===== src/rtl/io_mmio_fifo_port.sv =====
// MMIO responder bridging CPU loads/stores to RX/TX valid-ready streams through FIFOs.
// Define MMIO_FIFO_IRQ_EN to add the registered irq output and its CTRL enables.
module io_mmio_fifo_port #(
    parameter int FIFO_AW = 3,
    parameter int DATA_W  = 32
) (
    input  logic              io_clk,
    input  logic              resetn,
    input  logic [31:0]       addr,
    input  logic [31:0]       datain,
    input  logic              write_io_enable,
    input  logic              read_io_enable,
    output logic [31:0]       io_read_data,
    input  logic [DATA_W-1:0] rx_in_data,
    input  logic              rx_in_valid,
    output logic              rx_in_ready,
    output logic [DATA_W-1:0] tx_out_data,
    output logic              tx_out_valid,
    input  logic              tx_out_ready
`ifdef MMIO_FIFO_IRQ_EN
    ,
    output logic              irq
`endif
);

    localparam int DEPTH = 2 ** FIFO_AW;
    localparam int CNT_W = FIFO_AW + 1;
    localparam logic [FIFO_AW-1:0] PTR_ONE = FIFO_AW'(1);

    typedef enum logic [1:0] {
        REG_RX_DATA = 2'd0,
        REG_TX_DATA = 2'd1,
        REG_STATUS  = 2'd2,
        REG_CTRL    = 2'd3
    } mmio_reg_e;

    mmio_reg_e          sel_reg;
    logic               io_sel, wr, rd;
    logic               flush, clear;
    logic               rx_pop_req, tx_push_req;
    logic               rx_push, rx_pop, tx_push, tx_pop;
    logic               rx_empty, rx_full, tx_empty, tx_full;
    logic               rx_underflow, tx_overflow;
    logic [1:0]         irq_en_bits;
    logic [31:0]        status;
    logic [FIFO_AW-1:0] rx_wr_ptr, rx_rd_ptr, tx_wr_ptr, tx_rd_ptr;
    logic [CNT_W-1:0]   rx_count, tx_count;
    logic [DATA_W-1:0]  rx_mem [DEPTH];
    logic [DATA_W-1:0]  tx_mem [DEPTH];
    logic               unused_addr_bits;

    assign unused_addr_bits = ^{addr[31:8], addr[6:4], addr[1:0]};

    assign sel_reg = mmio_reg_e'(addr[3:2]);
    assign io_sel  = addr[7];
    assign wr      = write_io_enable & io_sel;
    assign rd      = read_io_enable & io_sel;

    assign flush       = wr & (sel_reg == REG_CTRL) & datain[1];
    assign clear       = wr & (sel_reg == REG_CTRL) & datain[0];
    assign rx_pop_req  = rd & (sel_reg == REG_RX_DATA);
    assign tx_push_req = wr & (sel_reg == REG_TX_DATA);

    assign rx_empty = (rx_count == '0);
    assign rx_full  = (rx_count == CNT_W'(DEPTH));
    assign tx_empty = (tx_count == '0);
    assign tx_full  = (tx_count == CNT_W'(DEPTH));

    assign rx_in_ready  = !rx_full;
    assign tx_out_valid = !tx_empty;
    assign tx_out_data  = tx_mem[tx_rd_ptr];

    // Flush discards any push landing on the same edge.
    assign rx_push = rx_in_valid & rx_in_ready & !flush;
    assign rx_pop  = rx_pop_req & !rx_empty;
    assign tx_push = tx_push_req & !tx_full & !flush;
    assign tx_pop  = tx_out_valid & tx_out_ready;

    // NOTE: storage arrays carry no reset; pointers and counts alone define occupancy.
    always_ff @(posedge io_clk) begin
        if (rx_push) rx_mem[rx_wr_ptr] <= rx_in_data;
        if (tx_push) tx_mem[tx_wr_ptr] <= DATA_W'(datain);
    end

    always_ff @(posedge io_clk) begin
        if (!resetn) begin
            rx_wr_ptr    <= '0;
            rx_rd_ptr    <= '0;
            rx_count     <= '0;
            tx_wr_ptr    <= '0;
            tx_rd_ptr    <= '0;
            tx_count     <= '0;
            rx_underflow <= 1'b0;
            tx_overflow  <= 1'b0;
        end else begin
            if (flush) begin
                rx_wr_ptr <= '0;
                rx_rd_ptr <= '0;
                rx_count  <= '0;
                tx_wr_ptr <= '0;
                tx_rd_ptr <= '0;
                tx_count  <= '0;
            end else begin
                if (rx_push) rx_wr_ptr <= rx_wr_ptr + PTR_ONE;
                if (rx_pop)  rx_rd_ptr <= rx_rd_ptr + PTR_ONE;
                if (tx_push) tx_wr_ptr <= tx_wr_ptr + PTR_ONE;
                if (tx_pop)  tx_rd_ptr <= tx_rd_ptr + PTR_ONE;
                rx_count <= rx_count + CNT_W'(rx_push) - CNT_W'(rx_pop);
                tx_count <= tx_count + CNT_W'(tx_push) - CNT_W'(tx_pop);
            end
            // Set takes priority over a same-edge clear.
            rx_underflow <= (rx_pop_req & rx_empty) | (rx_underflow & !clear);
            tx_overflow  <= (tx_push_req & tx_full & !flush) | (tx_overflow & !clear);
        end
    end

`ifdef MMIO_FIFO_IRQ_EN
    logic rx_irq_en, tx_irq_en;

    always_ff @(posedge io_clk) begin
        if (!resetn) begin
            rx_irq_en <= 1'b0;
            tx_irq_en <= 1'b0;
            irq       <= 1'b0;
        end else begin
            if (wr && sel_reg == REG_CTRL) begin
                rx_irq_en <= datain[2];
                tx_irq_en <= datain[3];
            end
            irq <= (rx_irq_en & !rx_empty) | (tx_irq_en & tx_empty);
        end
    end

    assign irq_en_bits = {tx_irq_en, rx_irq_en};
`else
    assign irq_en_bits = 2'b00;
`endif

    assign status = {8'h00, 8'(tx_count), 8'(rx_count), irq_en_bits,
                     tx_overflow, rx_underflow, tx_full, tx_empty, rx_full, rx_empty};

    // NOTE: default assigned first so every path through the mux drives the output (no latch).
    always_comb begin
        io_read_data = '0;
        if (io_sel) begin
            case (sel_reg)
                REG_RX_DATA: if (!rx_empty) io_read_data = 32'(rx_mem[rx_rd_ptr]);
                REG_STATUS:  io_read_data = status;
                default:     io_read_data = '0;
            endcase
        end
    end

endmodule


===== config.mk =====
export PLATFORM = sky130hd
export DESIGN_NAME = io_mmio_fifo_port
export DESIGN_NICKNAME = d
export VERILOG_FILES = /design/src/rtl/io_mmio_fifo_port.sv
export SDC_FILE = /design/constraint.sdc
export NUM_CORES = 1
export LEC_CHECK = 0
export BUFFER_PORTS_ARGS = -buffer_cell sky130_fd_sc_hd__buf_2
export CAP_MARGIN = 5
export CORE_ASPECT_RATIO = 1.2
export CORE_MARGIN = 4
export CORE_UTILIZATION = 30
export CTS_CLUSTER_DIAMETER = 150
export DETAILED_ROUTE_END_ITERATION = 12
export PLACE_DENSITY_LB_ADDON = 0.08
export SLEW_MARGIN = 15
export SYNTH_ARGS = -nofsm -noshare
export SYNTH_HDL_FRONTEND = slang
export SYNTH_SLANG_ARGS = --single-unit

===== constraint.sdc =====
create_clock -name io_clk -period 12.45 [get_ports io_clk]
set_clock_uncertainty 0.1 [all_clocks]
set_input_delay 0.6225 -clock io_clk [delete_from_list [all_inputs] [get_ports io_clk]]
set_output_delay 0.6225 -clock io_clk [all_outputs]
set_load 0.01 [all_outputs]

### Word-level counts from Yosys, hierarchy flattened

Memory sizes are Yosys's and may differ from the RTL's. A register that Yosys moved wholly into a read port is not among the register bits.
Index checks and enable logic that the tools add are counted.

* register bits after elaboration: 22
* input port bits: 102
* memories kept: 2
* RAM bits: 512
* output and inout port bits: 66
* logic and storage cells: 65

Memories
* rx_mem: depth 8, bits a word 32, rd ports 1, clocked after Yosys merged registers in 1, write ports 1, RTL line 48 `logic [DATA_W-1:0] rx_mem [DEPTH];`
* tx_mem: depth 8, bits a word 32, rd ports 1, clocked after Yosys merged registers in 1, write ports 1, RTL line 49 `logic [DATA_W-1:0] tx_mem [DEPTH];`

* reductions and logical operators: 10
* add/subtract/negate cells: 8
* eq/ne operators: 5
* bitwise logic cells: 21
* multiplexer cells: 11

Operator list (count)
* 2-to-1 mux 32 bit: 2
* one-hot mux 32 bit (2 select lines): 1
* AND 1 bit: 18
* adder 3 x 1 -> 3 bit (second input constant): 4
* 2-to-1 mux 3 bit: 4
* adder 4 x 1 -> 4 bit: 2
* equality test 4 bit (second input constant): 2
* zero test 4 bit: 2
* subtractor 4 x 1 -> 4 bit: 2
* zero test 1 bit: 6
* equality test 2 bit (second input constant): 2
* 2-to-1 mux 1 bit: 4
* equality test 2 x 1 -> 1 bit (second input constant): 1
* zero test 2 bit: 1
* bitwise OR 1 bit: 2
* OR reduction 2 bit: 1
* NOT 1 bit: 1

### Logic depth before layout (Yosys ltp)

* depth after elaboration: 7
* mapped depth: 13
* mapped depth without buffers: 12

### Least setup slack after synthesis

No wires, ideal clock.

* path type: input-to-reg
* from: input port addr[2]
* to: memory rx_mem[0][0], enable pin
* arrival time: 3.629 ns
* slack: 8.260 ns
* setup time: 0.461 ns
* data required time: 11.889 ns
* stages: 4
* buffers on the path: 0
* cell sequence: and3_1 and3_1 or3_1 nor3_1

* cells in the longest elaborated chain, start to end: 7

RTL lines
* start, declared: RTL line 9 `input logic [31:0] addr,`
* equality test 2 bit: RTL line 59 `assign flush = wr & (sel_reg == REG_CTRL) & datain[1];`
* AND 1 bit (2 in a row): RTL line 59
* zero test 1 bit: RTL line 74 `assign rx_push = rx_in_valid & rx_in_ready & !flush;`
* AND 1 bit: RTL line 74
* 2-to-1 mux 1 bit: RTL line 81 `if (rx_push) rx_mem[rx_wr_ptr] <= rx_in_data;`
* 2-to-1 mux 1 bit (not written as such): RTL line 81
* end, declared: RTL line 48

No other way between the ends.

==> impl_metrics.json <==
{
  "status": "completed",
  "syn_inst": 1009,
  "synth_top_area_share_pct": 73.1,
  "worst-path-max-fanout": 54,
  "rows": 106,
  "ir_worst_vdd_uv": 101,
  "synth_edf_count": 512,
  "critPathMaxStageDelay_ns": 0.96,
  "synth_compound_area_share_pct": 1.96,
  "p_leak_uw": 0.00778,
  "gp_congestion": 0.686,
  "grt_max_degree": 65,
  "final_util_pct": 35.3,
  "avgSynthCellArea_um2": 20.8,
  "track_usage_pct": 13.2,
  "synthMuxAreaShare_pct": 16.4,
  "cts_tree": "done",
  "cts_hold_buf": 0,
  "crit_arrival_ns": 3.47,
  "r2r-end": "tx_count[2]$_SDFF_PP0_",
  "vias_per_cell": 4.61,
  "clk_pin_slew_worst_paths_ns": 0.06,
  "synth-seq-cells": 540,
  "maxCapViolations": 0,
  "ys_warn_count": 0,
  "synth_top_family_by_area": "multiplexers",
  "worst_setup_path_end_kind": "primary output",
  "path_delay_family": "buffers and inverters",
  "drc": 0,
  "grt_pass1_vias": 10839,
  "coreArea_mm2": 0.0695,
  "drt_iter0_markers": 466,
  "die_w_um": 250,
  "root_buffer": "clkbuf_16",
  "n_fill_cell": 6621,
  "wirelength_um": 49400,
  "rsz0062_at_grt": "false",
  "worst_setup_path_start_kind": "flop",
  "multi_input_area_mm2": 0.00486,
  "yosys.area_share.xor_xnor_pct": 0.458,
  "hold-path-cell-count": 1,
  "insertion_delay_ns": 0.59,
  "tightest_slew_ns": 1.03,
  "crit_slowest_cell": "dfxtp_4",
  "grt_pass1_wl_um": 73400,
  "post-synth-top-count-cell": "edfxtp_1",
  "tns_ns": 0,
  "synth_area_mm2": 0.0210,
  "io_pins": 168,
  "worstSetupPathType": "flop to primary output",
  "worst-path-buf-inv": 3,
  "relSlewSlack_pct": 31.5,
  "cts_buffers": 57,
  "rrSetupSlack_ns": 9.61,
  "cts_max_path_buffers": 3,
  "ys.flop_type": "edfxtp_1",
  "dieArea_mm2": 0.0744,
  "synthTopCellsByArea": "edfxtp_1 (73%), mux4_2 (7.7%), mux4_1 (3.5%)",
  "ys_seq_area_share_pct": 75.8,
  "worstPathCellList": "buf_4, inv_1, a2111oi_0, a311oi_1, a32o_1, buf_2",
  "layout.nets": 1302,
  "min_from": "rx_in_data[10]",
  "fmax_mhz": 239,
  "fin_crit_sh_pct": 33.6,
  "layout-drive-gt1-share_pct": 29.5,
  "drv_slew": 0,
  "final-setup-viol-count": 0,
  "num_vias": 9870,
  "synthAdderAreaFrac_pct": 1.14,
  "r2r_cells": 12,
  "area_growth_pct": 16.8,
  "pwr_density_cell_mw_per_mm2": 173,
  "syn_nets": 1129,
  "hp-class": "input pin to flop",
  "min_period_ns": 4.19,
  "hold_viol_final": 0,
  "synthSimpleGateAreaFrac_pct": 2.59,
  "seqCellArea_mm2": 0.0159,
  "post_drt_wl_per_cell_um": 23.1,
  "clock_sinks": 540,
  "numPortBuffers": 138,
  "cp.required_ns": 11.73,
  "synth_cell_types": 46,
  "postCtsSetupBuffers": 0,
  "initial_core_util_pct": 30.2,
  "htreeDepth": 2,
  "yosys.area.top_type": "edfxtp_1",
  "whs_ns": 0.202,
  "antenna_found_initial": 7,
  "die_h_um": 298,
  "gr-total-overflow": 0,
  "drt_pass1_iterations": 4,
  "yosys-top-cells-count": "edfxtp_1 (512), mux2i_1 (73), mux4_2 (72), nor2_1 (50), mux2_2 (32)",
  "hpwl_um": 26100,
  "hold_path_end": "rx_mem[6][10]$_DFFE_PP_",
  "async_flop_share_pct": 0,
  "cts_resized": 0,
  "drtAntennaViolNets": 0,
  "timing.rr.start": "tx_count[2]$_SDFF_PP0_"
}
==> report_power, final <==
part | internal, uW | switching [uW] | leakage, uW | total, uW
sequential | 2060 | 56.9 | 0.00486 | 2120
combinational | 284 | 300 | 0.00213 | 584
clock | 883 | 667 | 0.000801 | 1550
total | 3230 | 1020 | 0.00778 | 4250
==> layer usage <==
| metal | vias up | share of wire, % | track usage, % |
|---|---|---|---|
| met5 | - | 0.083 | 0 |
| met4 | 6 | 2.1 | 3.02 |
| met3 | 87 | 4.5 | 2.95 |
| met2 | 176 | 52 | 23.6 |
| met1 | 5125 | 41 | 16.3 |
| li1 | 4476 | - | - |
==> cells in the final DEF (no fill, tap or decap), types with 17 or more instances in the layout <==
cell type	count
edfxtp_1	512
buf_2	138
mux2i_1	73
mux4_2	72
clkbuf_16	57
nor2_1	38
mux2_2	32
mux4_1	28
buf_4	24
nand2_1	23
clkbuf_1	22
dfxtp_1	22
inv_1	17
a21oi_1	17
==> flip-flops by register name, indices dropped and copies added (netlist names), named ones only <==
name and count:
rx_mem 256, tx_mem 256, tx_wr_ptr 3, rx_wr_ptr 3, rx_underflow 1, rx_rd_ptr 3
rx_count 4, tx_count 4, tx_rd_ptr 3, tx_overflow 1
==> per-stage QoR <==
step | worst slack (ns) | cells | power [uW] | cell area, um2
3_5_place_dp | 8.76 | 2041 | 2770 | 22900
4_1_cts | 8.08 | 2139 | 4340 | 24500
6_report | 8.26 | 2141 | 4250 | 24500
2_1_floorplan | 8.26 | 1009 | 2560 | 21000
3_3_place_gp | 8.76 | 2041 | 2760 | 22900
5_1_grt | 7.97 | 2139 | 4480 | 24500
==> cell type report <==
| class | count | area share [%] |
|---|---|---|
| tap | 918 | 4.68 |
| clock buffer | 80 | 6.20 |
| inverter | 17 | 0.260 |
| clock inverter | 18 | 0.530 |
| antenna | 2 | 0.0204 |
| sequential | 540 | 65.0 |
| multi-input combinational | 404 | 19.8 |
| timing repair buffer | 162 | 3.55 |
==> kinds of logic (layout without fill, tap and decap cells) <==
logic type | count (synthesis) | after routing
AOI/OAI and AO/OA | 55 | 55
and+or+nand+nor | 115 | 115
DFF | 540 | 540
buffers and inverters | 65 | 277
other | 0 | 2
adders and majority gates | 18 | 18
xor gates and xnor gates | 11 | 11
muxes | 205 | 205
==> worst max path at each step <==
| stage | start | to | slack (ns) | cells past startpoint |
|---|---|---|---|---|
| final | flop | io_read_data[0] | 8.26 | 6 |
| after global routing | flop | io_read_data[0] | 7.97 | 6 |
| after CTS | flop | io_read_data[0] | 8.08 | 6 |
| after floorplan | addr[2] | rx_mem[0][0]$_DFFE_PP_ | 8.26 | 4 |
| after global placement | flop | io_read_data[0] | 8.76 | 6 |
| after detailed placement | flop | io_read_data[0] | 8.76 | 6 |
(Power assumes the default switching activity.)
